File: config.mk
export PLATFORM = sky130hd
export DESIGN_NAME = regfile_write_buffer_flat
export DESIGN_NICKNAME = d
export VERILOG_FILES = /design/src/rtl/regfile_pkg.sv /design/src/rtl/regfile_write_buffer_if.sv /design/src/rtl/regfile_write_buffer_bypass_lookup.sv /design/src/rtl/regfile_write_buffer.sv /design/src/flat_wrapper.sv
export SDC_FILE = /design/constraint.sdc
export NUM_CORES = 1
export LEC_CHECK = 0
export CAP_MARGIN = 40
export CORE_UTILIZATION = 45
export CTS_CLUSTER_SIZE = 10
export DETAILED_ROUTE_END_ITERATION = 8
export GPL_ROUTABILITY_DRIVEN = 0
export GPL_TIMING_DRIVEN = 0
export MAX_ROUTING_LAYER = met4
export PLACE_DENSITY = 0.74
export SETUP_SLACK_MARGIN = 0.02
export SLEW_MARGIN = 25
export SYNTH_ARGS = -nofsm -noshare
export SYNTH_HDL_FRONTEND = slang
export SYNTH_HIERARCHICAL = 1
export SYNTH_SLANG_ARGS = --single-unit
File: constraint.sdc
create_clock -name Clock -period 5.9 [get_ports Clock]
set_input_delay 1.18 -clock Clock [delete_from_list [all_inputs] [get_ports Clock]]
set_output_delay 1.18 -clock Clock [all_outputs]
set_load 0.05 [all_outputs]
File: src/rtl/regfile_pkg.sv
// Shared register-file definitions, used by the register file and its write buffer.
package regfile_pkg;

    localparam int unsigned REG_ADDR_W = 5;
    localparam int unsigned REG_DATA_W = 32;

    // Register 0 is hard-wired; writes to it are discarded.
    localparam logic [REG_ADDR_W-1:0] REG_ZERO = 5'd0;

    typedef logic [REG_ADDR_W-1:0] reg_addr_t;
    typedef logic [REG_DATA_W-1:0] reg_data_t;

    // FIFO occupancy change for one edge, encoded as {push, pop}.
    typedef enum logic [1:0] {
        FifoHold = 2'b00,
        FifoPop  = 2'b01,
        FifoPush = 2'b10,
        FifoBoth = 2'b11
    } fifo_op_e;

    function automatic fifo_op_e fifo_op(input logic push, input logic pop);
        return fifo_op_e'({push, pop});
    endfunction

endpackage

File: src/rtl/regfile_write_buffer_if.sv
// Bus bundle between the writeback stage / decode / register file and the write buffer.
interface regfile_write_buffer_if
    import regfile_pkg::*;
#(
    parameter int unsigned DEPTH  = 4,
    parameter int unsigned ADDR_W = REG_ADDR_W,
    parameter int unsigned DATA_W = REG_DATA_W
);
    localparam int unsigned CNT_W = $clog2(DEPTH + 1);

    // Writeback request
    logic              In_valid;
    logic              In_ready;
    logic [ADDR_W-1:0] In_addr;
    logic [DATA_W-1:0] In_data;

    // Register file write port
    logic              Wr_grant;
    logic [ADDR_W-1:0] Write_addr;
    logic              Write_En;
    logic [DATA_W-1:0] Write_data;

    // Decode bypass
    logic [ADDR_W-1:0] Read_addr1;
    logic [ADDR_W-1:0] Read_addr2;
    logic              Byp_hit1;
    logic [DATA_W-1:0] Byp_data1;
    logic              Byp_hit2;
    logic [DATA_W-1:0] Byp_data2;

    logic [CNT_W-1:0]  Count;

    // Buffer side
    modport slave (
        input  In_valid, In_addr, In_data, Wr_grant, Read_addr1, Read_addr2,
        output In_ready, Write_addr, Write_En, Write_data,
               Byp_hit1, Byp_data1, Byp_hit2, Byp_data2, Count
    );

    // Surrounding pipeline side
    modport master (
        output In_valid, In_addr, In_data, Wr_grant, Read_addr1, Read_addr2,
        input  In_ready, Write_addr, Write_En, Write_data,
               Byp_hit1, Byp_data1, Byp_hit2, Byp_data2, Count
    );

endinterface

File: src/rtl/regfile_write_buffer_bypass_lookup.sv
// Youngest-first match of one read address against the pending write entries.
module wb_bypass_lookup
    import regfile_pkg::*;
#(
    parameter int unsigned DEPTH  = 4,
    parameter int unsigned ADDR_W = REG_ADDR_W,
    parameter int unsigned DATA_W = REG_DATA_W
) (
    input  logic [DEPTH-1:0]              i_valid,
    input  logic [DEPTH-1:0][ADDR_W-1:0]  i_addr,
    input  logic [DEPTH-1:0][DATA_W-1:0]  i_data,
    input  logic [$clog2(DEPTH)-1:0]      i_head,
    input  logic [$clog2(DEPTH+1)-1:0]    i_count,
    input  logic [ADDR_W-1:0]             i_read_addr,
    output logic                          o_hit,
    output logic [DATA_W-1:0]             o_data
);
    localparam int unsigned PTR_W = $clog2(DEPTH);
    localparam int unsigned CNT_W = $clog2(DEPTH + 1);

    logic w_zero_addr;

    assign w_zero_addr = (i_read_addr == ADDR_W'(REG_ZERO));

    // Walk oldest to youngest from the head; a later match overrides, so the youngest wins.
    always_comb begin
        logic [PTR_W-1:0] idx;
        idx    = '0;
        o_hit  = 1'b0;
        o_data = '0;
        for (int unsigned k = 0; k < DEPTH; k++) begin
            idx = i_head + PTR_W'(k);
            if ((CNT_W'(k) < i_count) && i_valid[idx] && !w_zero_addr &&
                (i_addr[idx] == i_read_addr)) begin
                o_hit  = 1'b1;
                o_data = i_data[idx];
            end
        end
    end

endmodule

File: src/rtl/regfile_write_buffer.sv
// In-order write queue in front of the register file's single write port, with two
// bypass ports so decode always sees the newest pending value of a register.
module regfile_write_buffer
    import regfile_pkg::*;
#(
    parameter int unsigned DEPTH  = 4,
    parameter int unsigned ADDR_W = REG_ADDR_W,
    parameter int unsigned DATA_W = REG_DATA_W
) (
    input  logic                  Clock,
    input  logic                  Reset_n,
    regfile_write_buffer_if.slave bus
);
    localparam int unsigned PTR_W = $clog2(DEPTH);
    localparam int unsigned CNT_W = $clog2(DEPTH + 1);
    localparam logic [CNT_W-1:0] FULL_COUNT = CNT_W'(DEPTH);

    // FIFO state
    logic [DEPTH-1:0]             r_valid;
    logic [DEPTH-1:0][ADDR_W-1:0] r_addr;
    logic [DEPTH-1:0][DATA_W-1:0] r_data;
    logic [PTR_W-1:0]             r_head;
    logic [PTR_W-1:0]             r_tail;
    logic [CNT_W-1:0]             r_count;

    logic                         w_in_ready;
    logic                         w_accept;
    logic                         w_push;
    logic                         w_pop;
    fifo_op_e                     w_op;

    logic                         w_byp_hit1;
    logic                         w_byp_hit2;
    logic [DATA_W-1:0]            w_byp_data1;
    logic [DATA_W-1:0]            w_byp_data2;

    // Full buffer rejects even while draining: In_ready ignores Wr_grant.
    assign w_in_ready = (r_count != FULL_COUNT);
    assign w_accept   = bus.In_valid && w_in_ready;
    // Writes to register 0 are accepted but never stored.
    assign w_push     = w_accept && (bus.In_addr != ADDR_W'(REG_ZERO));
    assign w_pop      = bus.Wr_grant && (r_count != '0);
    assign w_op       = fifo_op(w_push, w_pop);

    // Pointer, occupancy and valid-bit update; reset overrides any push or pop.
    always_ff @(posedge Clock) begin
        if (!Reset_n) begin
            r_valid <= '0;
            r_head  <= '0;
            r_tail  <= '0;
            r_count <= '0;
        end else begin
            unique case (w_op)
                FifoPush: r_count <= r_count + 1'b1;
                FifoPop:  r_count <= r_count - 1'b1;
                default:  r_count <= r_count;
            endcase
            // Push and pop never target the same slot: pop needs Count > 0, push needs
            // Count < DEPTH, and head == tail only at empty or full.
            if (w_pop) begin
                r_valid[r_head] <= 1'b0;
                r_head          <= r_head + 1'b1;
            end
            if (w_push) begin
                r_valid[r_tail] <= 1'b1;
                r_tail          <= r_tail + 1'b1;
            end
        end
    end

    // Entry payload; stale slots are masked by r_valid and Count, so no reset needed.
    always_ff @(posedge Clock) begin
        if (Reset_n && w_push) begin
            r_addr[r_tail] <= bus.In_addr;
            r_data[r_tail] <= bus.In_data;
        end
    end

    // Register file write port: head entry while non-empty, zeros otherwise.
    always_comb begin
        bus.Write_En   = w_pop;
        bus.Write_addr = '0;
        bus.Write_data = '0;
        if (r_count != '0) begin
            bus.Write_addr = r_addr[r_head];
            bus.Write_data = r_data[r_head];
        end
    end

    assign bus.In_ready = w_in_ready;
    assign bus.Count    = r_count;

    wb_bypass_lookup #(
        .DEPTH  (DEPTH),
        .ADDR_W (ADDR_W),
        .DATA_W (DATA_W)
    ) u_bypass_lookup1 (
        .i_valid     (r_valid),
        .i_addr      (r_addr),
        .i_data      (r_data),
        .i_head      (r_head),
        .i_count     (r_count),
        .i_read_addr (bus.Read_addr1),
        .o_hit       (w_byp_hit1),
        .o_data      (w_byp_data1)
    );

    wb_bypass_lookup #(
        .DEPTH  (DEPTH),
        .ADDR_W (ADDR_W),
        .DATA_W (DATA_W)
    ) u_bypass_lookup2 (
        .i_valid     (r_valid),
        .i_addr      (r_addr),
        .i_data      (r_data),
        .i_head      (r_head),
        .i_count     (r_count),
        .i_read_addr (bus.Read_addr2),
        .o_hit       (w_byp_hit2),
        .o_data      (w_byp_data2)
    );

    assign bus.Byp_hit1  = w_byp_hit1;
    assign bus.Byp_data1 = w_byp_data1;
    assign bus.Byp_hit2  = w_byp_hit2;
    assign bus.Byp_data2 = w_byp_data2;

endmodule

File: src/flat_wrapper.sv
// flat-port wrapper written by rule: the top's interface ports become plain ports
module regfile_write_buffer_flat import regfile_pkg::*;
#(
    parameter int unsigned DEPTH  = 4,
    parameter int unsigned ADDR_W = REG_ADDR_W,
    parameter int unsigned DATA_W = REG_DATA_W
)
  (Clock, Reset_n, bus_In_valid, bus_In_addr, bus_In_data, bus_Wr_grant, bus_Read_addr1, bus_Read_addr2, bus_In_ready, bus_Write_addr, bus_Write_En, bus_Write_data, bus_Byp_hit1, bus_Byp_data1, bus_Byp_hit2, bus_Byp_data2, bus_Count);
  regfile_write_buffer_if #(.DEPTH(DEPTH), .ADDR_W(ADDR_W), .DATA_W(DATA_W)) bus_i ();
  input  logic Clock;
  input  logic Reset_n;
  input wire logic [$bits(bus_i.In_valid)-1:0] bus_In_valid;
  input wire logic [$bits(bus_i.In_addr)-1:0] bus_In_addr;
  input wire logic [$bits(bus_i.In_data)-1:0] bus_In_data;
  input wire logic [$bits(bus_i.Wr_grant)-1:0] bus_Wr_grant;
  input wire logic [$bits(bus_i.Read_addr1)-1:0] bus_Read_addr1;
  input wire logic [$bits(bus_i.Read_addr2)-1:0] bus_Read_addr2;
  output wire logic [$bits(bus_i.In_ready)-1:0] bus_In_ready;
  output wire logic [$bits(bus_i.Write_addr)-1:0] bus_Write_addr;
  output wire logic [$bits(bus_i.Write_En)-1:0] bus_Write_En;
  output wire logic [$bits(bus_i.Write_data)-1:0] bus_Write_data;
  output wire logic [$bits(bus_i.Byp_hit1)-1:0] bus_Byp_hit1;
  output wire logic [$bits(bus_i.Byp_data1)-1:0] bus_Byp_data1;
  output wire logic [$bits(bus_i.Byp_hit2)-1:0] bus_Byp_hit2;
  output wire logic [$bits(bus_i.Byp_data2)-1:0] bus_Byp_data2;
  output wire logic [$bits(bus_i.Count)-1:0] bus_Count;
  assign bus_i.In_valid = bus_In_valid;
  assign bus_i.In_addr = bus_In_addr;
  assign bus_i.In_data = bus_In_data;
  assign bus_i.Wr_grant = bus_Wr_grant;
  assign bus_i.Read_addr1 = bus_Read_addr1;
  assign bus_i.Read_addr2 = bus_Read_addr2;
  assign bus_In_ready = bus_i.In_ready;
  assign bus_Write_addr = bus_i.Write_addr;
  assign bus_Write_En = bus_i.Write_En;
  assign bus_Write_data = bus_i.Write_data;
  assign bus_Byp_hit1 = bus_i.Byp_hit1;
  assign bus_Byp_data1 = bus_i.Byp_data1;
  assign bus_Byp_hit2 = bus_i.Byp_hit2;
  assign bus_Byp_data2 = bus_i.Byp_data2;
  assign bus_Count = bus_i.Count;
  regfile_write_buffer #(.DEPTH(DEPTH), .ADDR_W(ADDR_W), .DATA_W(DATA_W)) u_core (.Clock(Clock), .Reset_n(Reset_n), .bus(bus_i));
endmodule
# Word level (Yosys, flattened, before mapping)

Cells that the tools add are included.

Bits in registers: 159
Input port bits: 51
Output and inout port bits: 108
Word-level logic and storage cells: 132

$add $sub $neg: 6
Order comparisons: 11
Equality and inequality tests: 11
Muxes and demuxes: 56
Bitwise gates (word level): 3
Reductions and logical operators: 33

Operators by type and width:

| cell                | count |
|---|---|
| $mux 32             | 14 |
| $bmux 32 s2         | 4 |
| $bwmux 128          | 1 |
| $demux 32 s2        | 1 |
| $bmux 5 s2          | 4 |
| $eq 5x5->1          | 8 |
| $mux 5              | 6 |
| $logic_and 1x1->1   | 26 |
| $bwmux 20           | 1 |
| $lt 2x3->1 const B  | 5 |
| $mux 1              | 14 |
| $mux 4              | 3 |
| $demux 5 s2         | 1 |
| $logic_not 5->1     | 2 |
| $bmux 1 s2          | 4 |
| $lt 1x3->1 const A  | 2 |
| $lt 2x3->1 const A  | 2 |
| $pmux 3 s2          | 1 |
| $reduce_bool 5->1   | 1 |
| $add 2x1->2 const B | 2 |
| $add 2x2->2 const B | 2 |
| $and 4x4->4         | 1 |
| $demux 1 s2         | 2 |
| $ge 2x1->1 const B  | 2 |
| 10 further kinds    | 11 |

# Depth between registers and ports, before layout

Depth in word-level cells: 10
Depth in mapped cells: 11
Gate-level depth less buffers: 9

# Hierarchy

The synthesis kept the hierarchy.

Modules (own cells, without submodules):

| module               | instances | cells an instance | area an instance (sq um) | seq. area each (sq um) |
|---|---|---|---|---|
| wb_bypass_lookup     | 2         | 519               | 4,207.8                  | 0.0 |
| regfile_write_buffer | 1         | 309               | 6,244.7                  | 4,664.5 |

# Worst setup path before layout

Ideal clock, no wire load.

Path kind: input port to output port
Start point: in bus_Read_addr1[1]
End point: out bus_Byp_data1[31]
Data arrival time: 4,011 ps
Required time: 4,720 ps
Setup slack: 709 ps
Stages: 8
Path buffers: 1
Cells stage by stage: clkbuf_1 > or4_1 > o21ai_0 > a2111oi_4 > o2111ai_2 > and2_4 > nand2_4 > o32ai_1

Word-level cells in the longest chain between the ends: 8
Elaborated cells between the ends (all ways): 18
Classes of those cells: 4 x eq/ne; 4 x mux; 10 x reduce/logical

Ends and longest elaborated chain:

| what                            | RTL line                                 | RTL |
|---|---|---|
| start: declaration              | flat_wrapper.sv:16                       | `input wire logic [$bits(bus_i.Read_addr1)-1:0] bus_Read_addr1;` |
| $logic_not 5->1                 | regfile_write_buffer_bypass_lookup.sv:23 | `assign w_zero_addr = (i_read_addr == ADDR_W'(REG_ZERO));` |
| $logic_not 1->1                 | regfile_write_buffer_bypass_lookup.sv:33 | `if ((CNT_W'(k) < i_count) && i_valid[idx] && !w_zero_addr &&` |
| $logic_and 1x1->1 (2 in series) | regfile_write_buffer_bypass_lookup.sv:33 |  |
| $mux 32 (3 in series)           | regfile_write_buffer_bypass_lookup.sv:33 |  |
| $mux 32 *                       | regfile_write_buffer_bypass_lookup.sv:33 |  |
| end: declaration                | flat_wrapper.sv:23                       | `output wire logic [$bits(bus_i.Byp_data1)-1:0] bus_Byp_data1;` |

Every way passes the cells marked *; elsewhere a longest branch is shown, timed or not.

# Final worst setup path

Start point: reg u_core.r_head[0]
End point: out bus_Byp_data2[30]

Word-level cells in the longest chain between the ends: 9
Elaborated cells between the ends (all ways): 47
Classes of those cells: 3 x add/sub; 4 x eq/ne; 28 x mux; 12 x reduce/logical

Ends and longest elaborated chain:

| what                                                | RTL line                                 | RTL |
|---|---|---|
| start: declaration                                  | regfile_write_buffer.sv:22               | `logic [PTR_W-1:0] r_head;` |
| start signal: assignment                            | regfile_write_buffer.sv:62               | `r_head <= r_head + 1'b1;` |
| branches (longest 8 deep; another with $add 2x1->2) | n/a                                      |  |
| $mux 32 *                                           | regfile_write_buffer_bypass_lookup.sv:33 |  |
| end: declaration                                    | flat_wrapper.sv:25                       | `output wire logic [$bits(bus_i.Byp_data2)-1:0] bus_Byp_data2;` |

Mark *: on every way between the ends. The select of a mux whose other input is x is not followed.

==> impl_metrics.py <==
metrics = {
    "outcome": {
        "outcome": "completed",
    },
    "synth": {
        "synthArstFlopShare_pct": 0,
        "synth_flop_cell": "edfxtp_1",
        "synth_area_um2": 14700,
        "mappedNetlistNets": 1408,
        "synth_edf_count": 148,
        "synth_cell_types": 58,
        "postSynthAreaPerCell_um2": 10.9,
        "synthCells": 1347,
        "ys_seq_elements": 159,
        "ys_warn_count": 6,
        "ys_seq_area_share_pct": 31.8,
    },
    "floorplanning": {
        "die_area_um2": 33300,
        "start_util_pct": 46.1,
        "num_rows": 65,
        "io_pins": 159,
        "die_w_um": 182,
        "die_height_um": 182,
        "core_um2": 31800,
    },
    "clocking": {
        "clock_sinks": 159,
        "clk_pin_slew_ns": 0.07,
        "root_buffer": "clkbuf_16",
        "htreeDepth": 4,
        "clockBufferDepth": 2,
        "clk-insertion-delay-late_ns": 0.44,
        "cts_hold_buf": 0,
        "cts_buffers": 17,
        "cts_tree": "yes",
        "cts_setup_buffers": 0,
    },
    "worst_setup_path": {
        "path_cells": "clkbuf_1, mux4_2, xor2_1, a2111oi_4, o2111ai_2, clkbuf_1, o21ai_0, a21oi_1, o22ai_1, clkdlybuf4s50_1",
        "r2r_start": "u_core/bus.Count[2]$_SDFFE_PN0P_",
        "crit_slowest_cell": "clkdlybuf4s50_1",
        "crit_required_ns": 4.72,
        "crit_family": "buffers and inverters",
        "crit_buf_inv": 3,
        "critPathArrivalTime_ns": 4.61,
        "end_kind": "output pin",
        "critical_path.max_stage_delay_ns": 0.87,
        "worstSetupPathType": "flop to output pin",
        "cp-start-kind": "flop",
        "cpMostUsedCell": "clkbuf_1",
        "r2r_slack_ns": 3.03,
        "cp_max_fo": 10,
        "worst-r2r-cell-count": 10,
        "rr_endpoint": "u_core/bus.Count[2]$_SDFFE_PN0P_",
    },
    "global_route": {
        "grt_pass1_vias": 12900,
        "grt_max_degree": 38,
        "grt_overflow": 0,
        "grt_pass1_wl_um": 75700,
        "antenna_found_initial": 3,
        "grt_use_total_pct": 30.7,
    },
    "power_and_ir_drop": {
        "p_per_area_nw_per_um2": 437,
        "leakagePower_uw": 0.00607,
        "irDropWorstVdd_uv": 392,
    },
    "placed_design": {
        "hpwl_um": 34300,
        "dpl.cell_count": 1931,
        "io_buffers": 148,
    },
    "drt": {
        "vias": 13200,
        "via_per_inst": 6.72,
        "wl_per_cell_um": 25.8,
        "drtIter0Drc": 1820,
        "drc": 0,
        "drt-pass1-iter-count": 5,
        "ant_nets": 0,
        "routed_wl_um": 50900,
    },
    "run": {
        "drv_cap": 0,
    },
    "hold_path": {
        "hold_start": "u_core/r_tail[0]$_SDFFE_PN0N_",
        "worstHoldEndpoint": "u_core/r_tail[0]$_SDFFE_PN0N_",
        "hold_depth": 2,
        "min_path_type": "flop to flop",
    },
    "timing": {
        "fmax_ghz": 0.173,
        "rsz0062_at_grt": "false",
        "min_period_ns": 5.79,
        "drv_slew": 0,
        "fin_tns_setup_ns": 0,
        "slew_headroom_pct": 43.8,
        "finalCritPeriodShare_pct": 98.1,
        "hold_violations": 0,
        "fin_skew_ns": 0.00785,
        "tightest_slew_ns": 0.843,
        "setup-violations-final": 0,
    },
    "finish": {
        "area_delta_synth_final_pct": 18.6,
        "drive_above_1_share_pct": 23.5,
        "finalNonFillerCells": 1969,
        "nNetsFinal": 1579,
        "n_fill_cell": 2785,
    },
}
## worst max path at each step
stage	start	endpoint	slack [ns]	cells past startpoint
floorplan	bus_Read_addr1[1]	bus_Byp_data1[31]	0.71	8
global placement	bus_Read_addr1[1]	bus_Byp_data1[10]	0.19	10
detailed placement	bus_Read_addr1[1]	bus_Byp_data1[10]	0.15	10
CTS	u_core/r_head[0]$_SDFFE_PN0N_	bus_Byp_data2[0]	0.02	10
global route	u_core/r_head[0]$_SDFFE_PN0N_	bus_Byp_data2[30]	0.04	10
finish	u_core/r_head[0]$_SDFFE_PN0N_	bus_Byp_data2[30]	0.11	10
## area by class of cell
type	instances	area [um^2]	share of cell area, %
multi-input cells	1041	9220	53.0
flip-flops and latches	159	4660	26.8
repair buffers	152	1570	9.02
plain buffers	136	754	4.34
well taps	435	544	3.13
clock buffers	17	425	2.45
clock inverters	14	158	0.907
inverters	11	41.3	0.237
diodes	4	10.0	0.0576
## metrics by stage
stage                     hold WS [ns]  utilization, %  instance area [um^2]  power (uW)  setup WS (ns)
after detailed placement         0.495            52.6                 16700        6450          0.146
after global routing             0.536            54.7                 17400        7860         0.0442
after floorplan                  0.468               -                 14700        4990          0.709
after global placement           0.488            52.5                 16700        6380          0.193
final                            0.501            54.7                 17400        7590          0.111
after CTS                        0.504            54.3                 17300        7530         0.0204
## synthesized netlist by cell type, drive strengths merged, types with 3 or more instances
cell	instances	area share [%]
ha	9	0.77
buf	64	3.3
xor2	9	0.54
nand3	3	0.10
a2111oi	4	0.58
and3	6	0.29
mux2	128	9.8
nand4	6	0.26
or4	3	0.15
o21ai	72	2.5
a21o	4	0.20
xnor2	46	2.7
nor2	14	0.36
mux2i	130	8.9
mux4	41	6.3
o21a	62	3.2
dfxtp	11	1.5
o22ai	70	3.2
nand2b	6	0.36
and2	44	1.9
clkbuf	72	1.8
a31o	4	0.24
nand2	24	0.72
inv	11	0.28
o32ai	62	6.8
a21oi	128	4.4
nor3	12	0.41
nor4	4	0.58
a31oi	6	0.26
a211oi	62	3.2
nor2b	62	2.6
o2111ai	4	0.32
edfxtp	148	30
## registers in the layout, indices dropped and copies added, names as in the netlist
name	cells
u_core/r_valid	4
u_core/bus.Count	3
u_core/r_data	128
u_core/r_addr	20
u_core/r_head	2
u_core/r_tail	2
## worst register-to-register path: stages (launching register included)
cell	delay, ns
dfxtp_1	0.64
or3b_2	0.51
o211a_1	0.18
buf_6	0.15
inv_1	0.06
ha_1	0.17
inv_1	0.06
fa_1	0.38
xor2_1	0.16
or3_1	0.30
a21boi_0	0.18
## report_power, final
part / switching [uW] / internal [uW] / total (uW)
sequential: 108 / 1310 / 1420
clock: 510 / 630 / 1140
combinational: 3240 / 1800 / 5040
## layer usage
layer	track usage [%]	routed length (um)
met5	-	0
met1	39.3	20500
met4	15.8	2200
met2	46.6	23200
met3	5.47	4970
## placed cells by master, fill, tap and decap left out, types with 19 or more instances in the layout
cell type        instances
edfxtp_1               148
mux2i_1                130
a21oi_1                128
mux2_2                 128
clkdlybuf4s50_1         86
clkbuf_1                69
o21ai_0                 66
o22ai_1                 66
nor2b_1                 62
o21a_1                  62
a211oi_1                60
o32ai_2                 60
xnor2_1                 46
and2_1                  42
mux4_2                  41
buf_2                   38
dlymetal6s2s_1          32
dlygate4sd2_1           30
nand2_1                 22
buf_6                   19
## cells by family (layout without fill, tap and decap cells)
kind of cell	Yosys count	count (layout)	synth area share (%)
AO/OA/AOI/OAI	488	488	25.5
XOR/XNOR	55	55	3.29
adder cells (fa/ha/maj)	10	10	0.905
buffers and inverters	147	330	5.40
flip-flops	159	159	31.8
multiplexers	299	299	25.0
other	0	4	0
AND/OR/NAND/NOR	189	189	8.05
## timing repair
| item | in CTS | in global routing |
|---|---|---|
| resized for setup | 30 | 38 |
| cloned | 0 | 0 |
| setup endpoints to repair | 30 | 42 |
No activity file was read; power rests on OpenSTA's default activity.
